===== config.mk =====
export PLATFORM = sky130hd
export DESIGN_NAME = pipe_stage_reg
export DESIGN_NICKNAME = d
export VERILOG_FILES = /design/src/rtl/pipe_stage_reg_pkg.sv /design/src/rtl/pipe_sat_counter.sv /design/src/rtl/pipe_stage_reg.sv
export SDC_FILE = /design/constraint.sdc
export NUM_CORES = 1
export LEC_CHECK = 0
export BUFFER_PORTS_ARGS = -buffer_cell sky130_fd_sc_hd__buf_2
export CORE_MARGIN = 2
export CORE_UTILIZATION = 46
export CTS_CLUSTER_DIAMETER = 30
export CTS_CLUSTER_SIZE = 10
export DETAILED_ROUTE_END_ITERATION = 12
export GPL_ROUTABILITY_DRIVEN = 0
export GPL_TIMING_DRIVEN = 0
export PLACE_DENSITY = 0.83
export RECOVER_POWER = 50
export SLEW_MARGIN = 40
export SYNTH_ARGS = -nofsm -noshare
export SYNTH_HDL_FRONTEND = slang
export SYNTH_SLANG_ARGS = --single-unit

===== constraint.sdc =====
create_clock -name clk -period 5.25 [get_ports clk]
set_clock_uncertainty 0.2 [all_clocks]
set_input_delay 1.05 -clock clk [delete_from_list [all_inputs] [get_ports clk]]
set_output_delay 1.05 -clock clk [all_outputs]
set_load 0.05 [all_outputs]

===== src/rtl/pipe_stage_reg_pkg.sv =====
// pipe_stage_reg_pkg: payload widths and occupancy encodings shared by all pipeline stage registers
package pipe_stage_reg_pkg;
  localparam int IF_ID_W  = 96;
  localparam int ID_EX_W  = 160;
  localparam int EX_MEM_W = 105;
  localparam int MEM_WB_W = 71;
  typedef enum logic [1:0] {
    ST_EMPTY = 2'd0,
    ST_FULL  = 2'd1,
    ST_SKID  = 2'd2
  } occ_e;
endpackage


===== src/rtl/pipe_sat_counter.sv =====
// pipe_sat_counter: up-counter that sticks at all-ones, cleared only by reset
module pipe_sat_counter #(
  parameter int W = 16
) (
  input  logic         clk,
  input  logic         rst,
  input  logic         inc_i,
  output logic [W-1:0] cnt_o
);
  logic [W-1:0] cnt_q, cnt_d;
  always_comb cnt_d = (inc_i && !(&cnt_q)) ? cnt_q + 1'b1 : cnt_q;
  always_ff @(posedge clk or posedge rst) begin
    if (rst) cnt_q <= '0;
    else     cnt_q <= cnt_d;
  end
  assign cnt_o = cnt_q;
endmodule


===== src/rtl/pipe_stage_reg.sv =====
// pipe_stage_reg: valid/ready pipeline register with flush and stall counter.
// Define PIPE_STAGE_SKID_EN for a 2-entry skid buffer with a registered in_ready.
module pipe_stage_reg
  import pipe_stage_reg_pkg::*;
#(
  parameter int                DATA_W    = IF_ID_W,
  parameter logic [DATA_W-1:0] RESET_VAL = '0,
  parameter int                CNT_W     = 16
) (
  input  logic              clk,
  input  logic              rst,
  input  logic              flush,
  input  logic              in_valid,
  output logic              in_ready,
  input  logic [DATA_W-1:0] in_data,
  output logic              out_valid,
  input  logic              out_ready,
  output logic [DATA_W-1:0] out_data,
  output logic [CNT_W-1:0]  stall_cnt
);
  occ_e              state_q, state_d;
  logic [DATA_W-1:0] data_q, data_d;
  logic              in_xfer, out_xfer;
  assign in_xfer  = in_valid && in_ready;
  assign out_xfer = out_valid && out_ready;
`ifdef PIPE_STAGE_SKID_EN
  logic [DATA_W-1:0] skid_q, skid_d;
  logic              skid_valid;
  assign skid_valid = state_q == ST_SKID;
  always_ff @(posedge clk or posedge rst) begin
    if (rst) begin
      state_q <= ST_EMPTY;
      data_q  <= RESET_VAL;
      skid_q  <= RESET_VAL;
    end else begin
      state_q <= state_d;
      data_q  <= data_d;
      skid_q  <= skid_d;
    end
  end
  // A flush discards whatever would have been loaded this edge
  always_comb begin
    state_d = flush                ? ST_EMPTY
            : state_q == ST_EMPTY  ? (in_xfer ? ST_FULL : ST_EMPTY)
            : state_q == ST_FULL   ? (in_xfer == out_xfer ? ST_FULL : in_xfer ? ST_SKID : ST_EMPTY)
            : (out_xfer ? ST_FULL : ST_SKID);
    data_d  = (!flush && in_xfer && (state_q == ST_EMPTY || out_xfer)) ? in_data
            : (!flush && skid_valid && out_xfer) ? skid_q : data_q;
    skid_d  = (!flush && state_q == ST_FULL && in_xfer && !out_xfer) ? in_data : skid_q;
  end
  always_comb begin
    in_ready  = !skid_valid;
    out_valid = state_q != ST_EMPTY;
  end
`else
  always_ff @(posedge clk or posedge rst) begin
    if (rst) begin
      state_q <= ST_EMPTY;
      data_q  <= RESET_VAL;
    end else begin
      state_q <= state_d;
      data_q  <= data_d;
    end
  end
  always_comb begin
    state_d = flush ? ST_EMPTY : in_xfer ? ST_FULL : out_xfer ? ST_EMPTY : state_q;
    data_d  = (!flush && in_xfer) ? in_data : data_q;
  end
  always_comb begin
    in_ready  = state_q == ST_EMPTY || out_ready;
    out_valid = state_q != ST_EMPTY;
  end
`endif
  assign out_data = data_q;
  pipe_sat_counter #(.W(CNT_W)) u_stall (
    .clk   (clk),
    .rst   (rst),
    .inc_i (out_valid && !out_ready),
    .cnt_o (stall_cnt)
  );
endmodule


==> impl_metrics.tcl, run 1 <==
set metrics [dict create \
    status "complete, but fails checks" \
    violations "capacitance limit, slew limit" \
    die_h_um 102 \
    register_area_sq_um 2830 \
    crit_type "primary input to output port" \
    grt_pass1_wl_um 15600 \
    postCtsSetupBuffers 0 \
    fin_cells 655 \
    holdBufCountCts 0 \
    via_per_inst 4.84 \
    synth_fa_ha_area_frac 0.00282 \
    ant_nets 0 \
    hold_viol_final 0 \
    clock_power_share 0.375 \
    max_stage_delay_ns 0.31 \
    whs_path_depth 1 \
    setup_viol 0 \
    worstSetupStartpointType "primary input" \
    antenna_found_initial 0 \
    crit_arrival_ns 1.89 \
    min_path_type "flip-flop to flip-flop" \
    vdd_drop_max_mv 0.261 \
    rsz0062_at_grt "false" \
    switchingPower_uw 1190 \
    antenna_cells 0 \
    cp_cell_sequence "buf_2 > nor2b_1 > inv_1 > buf_2" \
    start_util 0.478 \
    layout-drive-gt1-share 0.597 \
    slew_violations 50 \
    synth_compound_area_frac 0.0127 \
    first_iter_violations 73 \
    r2r.worst_path.cells 5 \
    clk_latency_ns 0.49 \
    cts_num_sinks 113 \
    finalCritPeriodShare 0.598 \
    regToRegStartpoint "state_q[0]" \
    firstDrtPassIters 4 \
    drt-total-wl_um 10200 \
    synth_seq_cells 113 \
    port_buffers 214 \
    route.detailed.drc 0 \
    syn_area_per_cell_sq_um 15.9 \
    synth_top_cells_by_area "dfrtp_1 (64%), mux2_2 (14%), mux2_1 (10%)" \
    critPathRequiredTime_ns 4.00 \
    cp_max_fo 6 \
    layout.nets 615 \
    grt_usage 0.198 \
    syn_area_sq_um 4440 \
    synthCells 279 \
    yosysSeqAreaShare 0.638 \
    crit_top_cell "buf_2" \
    postSynth.asyncResetShare 1.00 \
    num_rows 35 \
    synth-xor-area-share 0.0257 \
    dp_hpwl_um 7690 \
    ios 215 \
    grt_pass1_vias 3211 \
    fmax_mhz 319 \
    cts_repair_resize_count 0 \
    synthMuxAreaShare 0.247 \
    clockRootBuffer "clkbuf_8" \
    yosysTopAreaCell "dfrtp_1" \
    maxCapViolations 1 \
    ys_types 30 \
    synth_top_area_frac 0.638 \
    cp-end-kind "output port" \
    synthMostInstantiatedCell "dfrtp_1" \
    cts_tree "done" \
    n_fill_cell 698 \
    synth_edf_count 0 \
    grt-ovfl-total 0 \
    via_count 3170 \
    crit_start "out_ready" \
    htreeDepth 4 \
    p_seq_frac 0.338 \
    p_int_uw 2080 \
    maxSlewHeadroom -0.471 \
    cp_slowest_cell "nor2b_1" \
    yosys-top-cells-count "dfrtp_1 (113), mux2_2 (56), mux2_1 (40)" \
    synthToLayoutAreaGrowth_pct 42.1 \
    wl_per_cell_um 15.6 \
    min-delay-start "out_data[33]" \
    multiInputGateArea_sq_um 1460 \
    cts_buffers 17 \
    yosys.area_share.simple 0.0488 \
    synth_warnings 0 \
    synth_top_family_by_area "multiplexers" \
    comb_power_share 0.287 \
    die_w_um 102 \
    p_leak_uw 0.00310 \
    swShare 0.363 \
    finalSetupTns_ns 0 \
    syn-num-nets 381 \
    period_minus_slack_ns 3.14 \
    worst_slew_pin_slew_ns 2.19 \
    dp.cells 623 \
    die_area_sq_um 10400 \
    p_per_area_nw_per_um2 519 \
    final_core_util 0.679 \
    total_power_uw 3270 \
    grt_max_degree 65 \
    core-area_sq_um 9280 \
    path_clk_slew_ns 0.05 \
    synth_top_flop_cell "dfrtp_1" \
    ctsLongestPathBuffers 2 \
]
critical path: cells and delay by family:
kind	cells	cell delay (ns)
simple gates	1	0.31
buf+inv	3	0.52
stage by stage:
step | cell area [sq um] | setup slack, ns | hold slack (ns)
5_1_grt | 6300 | 2.05 | 0.297
2_1_floorplan | 4440 | 1.01 | 0.590
3_3_place_gp | 5670 | -0.0456 | 0.262
3_5_place_dp | 5700 | 2.32 | 0.269
4_1_cts | 6350 | 2.32 | 0.282
6_report | 6300 | 2.11 | 0.277
power groups by stage:
stage               clock [uW]  combinational [uW]  sequential, uW
finish                    1230                 937            1110
detailed placement           0                 952            1120
CTS                       1250                 954            1110
floorplan                    0                 178            1640
global route              1290                 982            1130
global placement             0                 934            1110
final cells by class:
type	count	share of cell area
timing repair buffer	215	0.174
clock inverter	11	0.0280
clock buffer	21	0.0745
buffer	13	0.0153
inverter	2	0.00139
sequential	113	0.449
multi-input combinational	151	0.232
tap	129	0.0256
sequential cells by signal (all words and copies together), names as in the netlist:
register	count
out_data	96
state_q	1
u_stall.cnt_o	16
logic make-up after synthesis:
family                   count (synthesis)
flip-flops                             113
AO/OA/AOI/OAI                            8
multiplexers                            97
buffers and inverters                   15
adder cells (fa/ha/maj)                  1
XOR/XNOR                                13
AND/OR/NAND/NOR                         32
layer usage:
metal	track usage	vias up	wire, um
li1	-	1473	-
met1	0.225	1540	3940
met2	0.348	145	5320
met3	0.0663	12	826
met4	0.0738	0	141
met5	0	-	0
placed cells by master, fill, tap and decap left out, types with 5 or more instances in the layout:
cell type    n
xor2_1       5
nand4_1      5
clkbuf_1     5
buf_6        6
mux2_1      41
clkbuf_16   16
nand3_1      5
dfrtp_1    113
mux2_2      56
clkbuf_8     5
xnor2_1      8
buf_2      216
final timing paths:
kind | slack, ns | to
hold reg to reg | 0.28 | out_data[33]
max in group asynchronous | 2.87 | u_stall.cnt_o[1]
setup / recovery | 2.11 | in_ready
hold / removal | 0.28 | out_data[33]
min in group asynchronous | 0.93 | out_data[40]
setup reg to reg | 2.53 | out_data[32]
(Power assumes the default switching activity.)
==> run 2, diff against run 1 <==
- clock period: 5.25 -> 3.05 ns (I/O delays scaled with it)
==> run 2 against run 1 <==
Compared with the run above:
- sequential power is 71% higher
- non-clock buffer count is 4 higher
- first-iteration DRC count is 11% higher
- die area stayed put
- combinational power is 71% higher
- worst setup slack worse by 1.5 ns
- sequential share of layout area is 0.63 points higher
- clock power is 43% higher
- the flow now finishes without violations
- global-route usage is 0.15 points lower
- routed wire length is 1.1% lower
==> impl_metrics.tcl, run 2 (synthesis gave the netlist of run 1 again) <==
set metrics [dict create \
    port_buffers 214 \
    period_minus_slack_ns 2.44 \
    p_seq_frac 0.362 \
    met3_usage 0.0718 \
    min_path_type "primary input to flip-flop" \
    cts_tree "done" \
    comb_power_share 0.304 \
    swShare 0.379 \
    cp-end-kind "output port" \
    antenna_cells 0 \
    crit_arrival_ns 1.63 \
    crit_family "buffers and inverters" \
    ctsLongestPathBuffers 2 \
    ios 215 \
    htreeDepth 4 \
    critPathRequiredTime_ns 2.24 \
    p_per_area_nw_per_um2 847 \
    vdd_drop_max_mv 0.437 \
    layout.nets 619 \
    clockRootBuffer "clkbuf_8" \
    drt-total-wl_um 10100 \
    total_power_uw 5260 \
    via_count 3184 \
    finalCritPeriodShare 0.802 \
    start_util 0.478 \
    first_iter_violations 81 \
    cp_slowest_cell "nor2b_1" \
    switchingPower_uw 1990 \
    worstSetupStartpointType "flip-flop" \
    dp.cells 626 \
    final_common_cell "buf_2" \
    layout_common_cells "buf_2 (177), dfrtp_1 (113), mux2_2 (56), clkbuf_1 (45), mux2_1 (40)" \
    rrSetupSlack_ns 0.88 \
    fin_cells 658 \
    crit_type "flip-flop to output port" \
    ant_nets 0 \
    whs_path_depth 2 \
    die_h_um 102 \
    path_clk_slew_ns 0.06 \
    rsz0062_at_grt "false" \
    layout-drive-gt1-share 0.526 \
    p_int_uw 3270 \
    slew_violations 0 \
    min-delay-start "flush" \
    max_stage_delay_ns 0.39 \
    postCtsSetupBuffers 0 \
    firstDrtPassIters 4 \
    cp_cell_sequence "nor2b_1 > inv_1 > buf_2" \
    die_area_sq_um 10400 \
    maxSlewHeadroom 0.296 \
    worst_slew_pin_slew_ns 1.05 \
    gr-usage-met2 0.331 \
    grt_pass1_wl_um 15800 \
    via_per_inst 4.84 \
    grt_pass1_vias 3271 \
    finalSetupTns_ns 0 \
    route.detailed.drc 0 \
    wl_per_cell_um 15.4 \
    fmax_mhz 409 \
    cts_buffers 17 \
    num_rows 35 \
    status "completed" \
    cp_max_fo 6 \
    core-area_sq_um 9280 \
    grt_max_degree 28 \
    path_buf_inv 2 \
    clk_latency_ns 0.49 \
    r2r.worst_path.cells 5 \
    cts_num_sinks 113 \
    antenna_found_initial 0 \
    largest_register_ffs 96 \
    grt-ovfl-total 0 \
    setup_viol 0 \
    dp_hpwl_um 7790 \
    grt_usage 0.197 \
    hold_viol_final 0 \
    synthToLayoutAreaGrowth_pct 40.1 \
    placement.cell_area_sq_um 5750 \
    p_leak_uw 0.00299 \
    regToRegStartpoint "state_q[0]" \
    maxCapViolations 0 \
    timing.rr.end "out_data[24]" \
    final_area_sq_um 6210 \
    clock_power_share 0.334 \
    die_w_um 102 \
    grt_use_met1 0.235 \
    grt_busiest_layer "met2" \
    holdPathEnd "state_q[0]" \
]
[run 2: cell types whose count changed in the layout (fill, tap and decap cells not counted), moves of 2 or more]
| cell | change |
|---|---|
| clkbuf_8 | -2 |
| clkbuf_1 | +40 |
| bufinv_16 | -3 |
| clkinvlp_4 | -2 |
| buf_2 | -39 |
| buf_12 | +3 |
| clkinv_2 | +5 |
[run 2: metrics by stage]
stage | setup slack [ns] | utilization | hold WS (ns)
after floorplan | 0.869 | - | 0.476
after global placement | 0.252 | 0.611 | 0.261
after detailed placement | 0.597 | 0.619 | 0.270
after CTS | 0.763 | 0.678 | 0.0780
after global routing | 0.450 | 0.669 | 0.0728
final | 0.605 | 0.669 | 0.111
[run 2: power by group through the flow]
stage               Sequential, uW  Combinational (uW)  Clock (uW)
detailed placement            1920                1640           0
global placement              1910                1600           0
global route                  1940                1680        1880
floorplan                     2820                 307           0
finish                        1900                1600        1760
CTS                           1900                1650        1800
[run 2: repair_timing]
item / CTS / global route
endpoints found under the setup margin: 0 / 0
endpoints found under the hold margin: 18 / 0
resized for setup: 0 / 0
hold buffers: 1 / 0
[run 2: worst max-delay path by stage]
stage                        end        from  cells past startpoint
finish                  in_ready  state_q[0]                      3
global route            in_ready  state_q[0]                      3
CTS                     in_ready  state_q[0]                      3
detailed placement  out_data[48]   out_ready                      6
global placement    out_data[18]         rst                      2
floorplan            out_data[0]         rst                      1
[run 2: routing by layer]
metal  part of all wire  up-vias  wire, um
met5                  0        -         0
met4             0.0085        0        86
met3              0.080        6       807
met2               0.51      144      5170
met1               0.40     1564      4070
li1                   -     1470         -
[run 2: layout make-up]
cell class	instances	area, sq um
Clock inverter	10	87.6
Inverter	2	8.76
Tap cell	129	161
Clock buffer	21	449
Multi-Input combinational cell	151	1470
Timing Repair Buffer	219	1100
Buffer	13	104
Fill cell	745	3070
Sequential cell	113	2830
